### src/rtl/reg_2bytes_uart_tx.sv
// ============================================================================
// Module   : reg_2bytes_uart_tx
// Brief    : Latches two bytes and sends them as two back-to-back 8N1 UART
//            frames (first byte, then second byte, LSB first).
// Revision : 1.0 - initial release
// ============================================================================
`default_nettype none

module reg_2bytes_uart_tx #(
    parameter int CLKS_PER_BIT = 5208
) (
    input  logic       clock,
    input  logic       reset,
    input  logic       send,
    input  logic [7:0] in_first,
    input  logic [7:0] in_second,
    output logic       tx,
    output logic       busy,
    output logic       done
);

    localparam int BW = (CLKS_PER_BIT > 1) ? $clog2(CLKS_PER_BIT) : 1;
    localparam logic [BW-1:0] c_baud_max = BW'(CLKS_PER_BIT - 1);

    typedef enum logic [1:0] {
        S_IDLE  = 2'd0,
        S_START = 2'd1,
        S_DATA  = 2'd2,
        S_STOP  = 2'd3
    } state_t;

    state_t         state_q, state_d;
    logic [BW-1:0]  baud_q,  baud_d;
    logic [2:0]     bit_q,   bit_d;
    logic           byte_q,  byte_d;
    logic [15:0]    shift_q, shift_d;
    logic           armed_q, armed_d;
    logic           busy_q,  busy_d;
    logic           done_q,  done_d;
    logic           w_baud_end;

    assign w_baud_end = (baud_q == c_baud_max);

    always_ff @(posedge clock or negedge reset) begin
        if (!reset) begin
            state_q <= S_IDLE;
            baud_q  <= '0;
            bit_q   <= '0;
            byte_q  <= 1'b0;
            shift_q <= '0;
            armed_q <= 1'b0;
            busy_q  <= 1'b0;
            done_q  <= 1'b0;
        end else begin
            state_q <= state_d;
            baud_q  <= baud_d;
            bit_q   <= bit_d;
            byte_q  <= byte_d;
            shift_q <= shift_d;
            armed_q <= armed_d;
            busy_q  <= busy_d;
            done_q  <= done_d;
        end
    end

    always_comb begin
        state_d = state_q;
        baud_d  = baud_q;
        bit_d   = bit_q;
        byte_d  = byte_q;
        shift_d = shift_q;
        armed_d = armed_q;
        busy_d  = busy_q;
        done_d  = 1'b0;

        case (state_q)
            S_IDLE: begin
                baud_d = '0;
                // A request is accepted only after send has been seen low here
                if (!send) begin
                    armed_d = 1'b1;
                end else if (armed_q) begin
                    shift_d = {in_second, in_first};
                    armed_d = 1'b0;
                    byte_d  = 1'b0;
                    busy_d  = 1'b1;
                    state_d = S_START;
                end
            end
            S_START: begin
                if (w_baud_end) begin
                    baud_d  = '0;
                    bit_d   = '0;
                    state_d = S_DATA;
                end else begin
                    baud_d = baud_q + 1'b1;
                end
            end
            S_DATA: begin
                if (w_baud_end) begin
                    baud_d  = '0;
                    shift_d = {1'b0, shift_q[15:1]};
                    bit_d   = bit_q + 1'b1;
                    if (bit_q == 3'd7) begin
                        state_d = S_STOP;
                    end
                end else begin
                    baud_d = baud_q + 1'b1;
                end
            end
            S_STOP: begin
                if (w_baud_end) begin
                    baud_d = '0;
                    if (!byte_q) begin
                        byte_d  = 1'b1;
                        state_d = S_START;
                    end else begin
                        busy_d  = 1'b0;
                        done_d  = 1'b1;
                        state_d = S_IDLE;
                    end
                end else begin
                    baud_d = baud_q + 1'b1;
                end
            end
            default: begin
                state_d = S_IDLE;
                baud_d  = '0;
                busy_d  = 1'b0;
                done_d  = 1'b0;
            end
        endcase
    end

    // Line driven straight from state so an asynchronous reset idles it at once
    always_comb begin
        tx = 1'b1;
        case (state_q)
            S_START: tx = 1'b0;
            S_DATA:  tx = shift_q[0];
            default: tx = 1'b1;
        endcase
    end

    assign busy = busy_q;
    assign done = done_q;

endmodule

`default_nettype wire

### config.mk
export PLATFORM = sky130hd
export DESIGN_NAME = reg_2bytes_uart_tx
export DESIGN_NICKNAME = d
export VERILOG_FILES = /design/src/rtl/reg_2bytes_uart_tx.sv
export SDC_FILE = /design/constraint.sdc
export NUM_CORES = 1
export LEC_CHECK = 0
export CORE_MARGIN = 2
export CORE_UTILIZATION = 25
export CTS_CLUSTER_DIAMETER = 200
export DETAILED_ROUTE_END_ITERATION = 7
export DONT_BUFFER_PORTS = 1
export PLACE_DENSITY = 0.38
export SLEW_MARGIN = 10
export SYNTH_ARGS = -nofsm -noshare
export SYNTH_HDL_FRONTEND = slang
export SYNTH_SLANG_ARGS = --single-unit
### constraint.sdc
create_clock -name clock -period 3.77 [get_ports clock]
set_clock_uncertainty 0.1 [all_clocks]
set_input_delay 1.131 -clock clock [delete_from_list [all_inputs] [get_ports clock]]
set_output_delay 1.131 -clock clock [all_outputs]
set_load 0.01 [all_outputs]
==> impl_metrics.tcl <==
set metrics [dict create \
    slowest_delay_ns 0.39 \
    p_sw_mw 0.153 \
    layoutNonFillerInstCount 276 \
    antenna_found_initial 0 \
    r2r_end "shift_q[1]$_DFFE_PN0P_" \
    die_area_um2 8420 \
    slew_violations 0 \
    ir_drop_mv 0.0997 \
    rsz0062_at_grt "false" \
    fin_hold_ws_ns 0.395 \
    post-place-ws_ns 1.16 \
    r2r-start "state_q[0]$_DFFE_PN0P_" \
    power_frac_comb_pct 0.3 \
    grt_util_all_layers_pct 10.6 \
    die_x_um 91.7 \
    setup_viol 0 \
    synthAdderAreaFrac_pct 5.20 \
    yosys.area_share.simple_pct 20.1 \
    worstMarginPinSlew_ns 0.639 \
    internal_power_mw 0.555 \
    r2r_setup_slack_ns 1.32 \
    synth.top_cell.area_share_pct 49.4 \
    slew-limit-headroom_pct 57.4 \
    totalWireLength_mm 4.11 \
    fin_ws_ns 1.06 \
    finalHoldViolCount 0 \
    ctsResizeCount 0 \
    nets 203 \
    path_max_fanout 8 \
    power_frac_seq_pct 57.5 \
    min_period_over_period_pct 71.9 \
    critPathKind "register to output pin" \
    syn_inst 175 \
    rr_worst_depth 5 \
    hp-start "baud_q[0]$_DFF_PN0_" \
    root_buffer "clkbuf_8" \
    drt_iter0_markers 48 \
    startpoint "state_q[0]$_DFFE_PN0P_" \
    clkTransAtPathRegs_ns 0.08 \
    synth_seq_cells 38 \
    synth_area_leaders "dfrtp_1, o221a_1, ha_1, or2_2, xnor2_1" \
    hpwl_mm 2.84 \
    hp-class "register to register" \
    drc 0 \
    powerDensity_nw_per_um2 337 \
    fmax_ghz 0.369 \
    yosysTopAreaCell "dfrtp_1" \
    dr.pass1.iters 4 \
    period_needed_ns 2.71 \
    dieHeight_um 91.7 \
    nFillCells 790 \
    grt_pass1_vias 1461 \
    syn_nets 202 \
    clock_latency_ns 0.29 \
    cp_slowest_cell "dfrtp_1" \
    io_pins 22 \
    post-route-util_pct 28.6 \
    swShare_pct 21.6 \
    cts_hold_buf 0 \
    crit_chain "inv_1 -> ha_1 -> o21ai_0" \
    synthToLayoutAreaGrowth_pct 9.36 \
    clock-sinks 38 \
    clkPwrFrac_pct 42.3 \
    fin_total_pwr_mw 0.709 \
    core_um2 7370 \
    async_flop_share_pct 100 \
    maxCapViolCount 0 \
    clock_path_buffers 2 \
    synth_flop_cell "dfrtp_1" \
    synthTopCellsByCount "dfrtp_1, nor2_1, or2_2" \
    via_count 1315 \
    cts_made_buffers 5 \
    antenna_left 0 \
    synthXorXnorAreaFrac_pct 4.10 \
    postCtsSetupBuffers 0 \
    required_ns 2.54 \
    design_area_um2 2100 \
    ys_types 37 \
    io_buffers 0 \
    yosysSeqAreaShare_pct 49.4 \
    start_util_pct 26.1 \
    syn_area_um2 1920 \
    place.gp.congestion 0.763 \
    crit_path_end_kind "output pin" \
    synth-compound-area-share_pct 15.7 \
    ys_warn_count 0 \
    cts_max_level 2 \
    hold_end "baud_q[0]$_DFF_PN0_" \
    synth_edf_count 0 \
    diodes 0 \
    num_rows 31 \
    worstHoldPathCells 1 \
    power_leakage_nw 0.882 \
    synth_top_family_by_area "simple AND/OR/NAND/NOR gates" \
    wire_per_inst_um 14.9 \
    viasPerCell 4.76 \
    grt_overflow_total 0 \
    grt_max_degree 39 \
    synth_mux_area_share_pct 1.69 \
    crit_path_start_kind "register" \
    drive_above_1_share_pct 18.1 \
    tritoncts "built" \
    fin_setup_tns_ns 0 \
    crit_family "flip-flops" \
    status "finished clean" \
    arrival_ns 1.48 \
    grt_pass1_wl_mm 7.12 \
    avgSynthCellArea_um2 11.0 \
    placedCellCount 268 \
    synth_most_common_cell "dfrtp_1" \
    post_dp_cell_area_um2 2010 \
    path_buf_inv 1 \
]
## kinds of logic (layout without fill, tap and decap cells)
logic type | count (synthesis) | in the layout
DFF | 38 | 38
AOI/OAI and AO/OA | 36 | 36
buffers and inverters | 15 | 17
xor gates and xnor gates | 9 | 9
adders and majority gates | 8 | 8
muxes | 3 | 3
and+or+nand+nor | 66 | 66
## power groups by stage
stage,clock network [mW],logic [mW],registers (mW)
final,0.299,0.00192,0.407
after global routing,0.328,0.00212,0.407
after CTS,0.311,0.00196,0.407
after detailed placement,0,0.00196,0.415
after global placement,0,0.00190,0.415
after floorplan,0,0.00168,0.415
## worst max-delay path by stage
stage | to | slack [ns] | cells past startpoint
finish | tx | 1.06 | 3
global route | tx | 0.96 | 3
CTS | tx | 1.01 | 3
detailed placement | shift_q[10]$_DFFE_PN0P_ | 1.16 | 3
global placement | shift_q[11]$_DFFE_PN0P_ | 1.26 | 3
floorplan | shift_q[10]$_DFFE_PN0P_ | 1.42 | 6
## registers in the layout (all words and copies together) (netlist names)
signal	flops
shift_q	16
baud_q	13
bit_q	3
state_q	2
armed_q	1
busy	1
byte_q	1
done	1
## per-layer routing
metal | routed length (um) | GRT usage, % | vias up
met3 | 171 | 2.79 | 11
li1 | - | - | 631
met4 | 112 | 4.73 | 0
met2 | 1980 | 17.8 | 26
met1 | 1840 | 12.6 | 647
met5 | 0 | 0 | -
## final cells by class
cell class | instances | area [um^2] | share of cell area [%]
clock inverters | 2 | 12.5 | 0.595
multi-input cells | 122 | 901 | 42.8
inverters | 9 | 33.8 | 1.61
clock buffers | 6 | 82.6 | 3.92
well taps | 99 | 124 | 5.89
flip-flops and latches | 38 | 951 | 45.2
## cell usage in the layout, fill, tap and decap left out, types with 2 or more instances in the layout
master,n
mux2_2,2
nand2_1,10
a22o_1,2
clkbuf_8,6
inv_1,9
nand4_1,3
ha_1,8
or2_2,16
nor4_1,2
o221a_1,15
o21ai_0,6
xor2_1,2
and2_1,2
nor3_1,4
nor2_1,16
dfrtp_1,38
or3_1,2
nand3_1,3
xnor2_1,7
a21oi_1,6
nor4b_4,2
No activity file was read; power rests on OpenSTA's default activity.
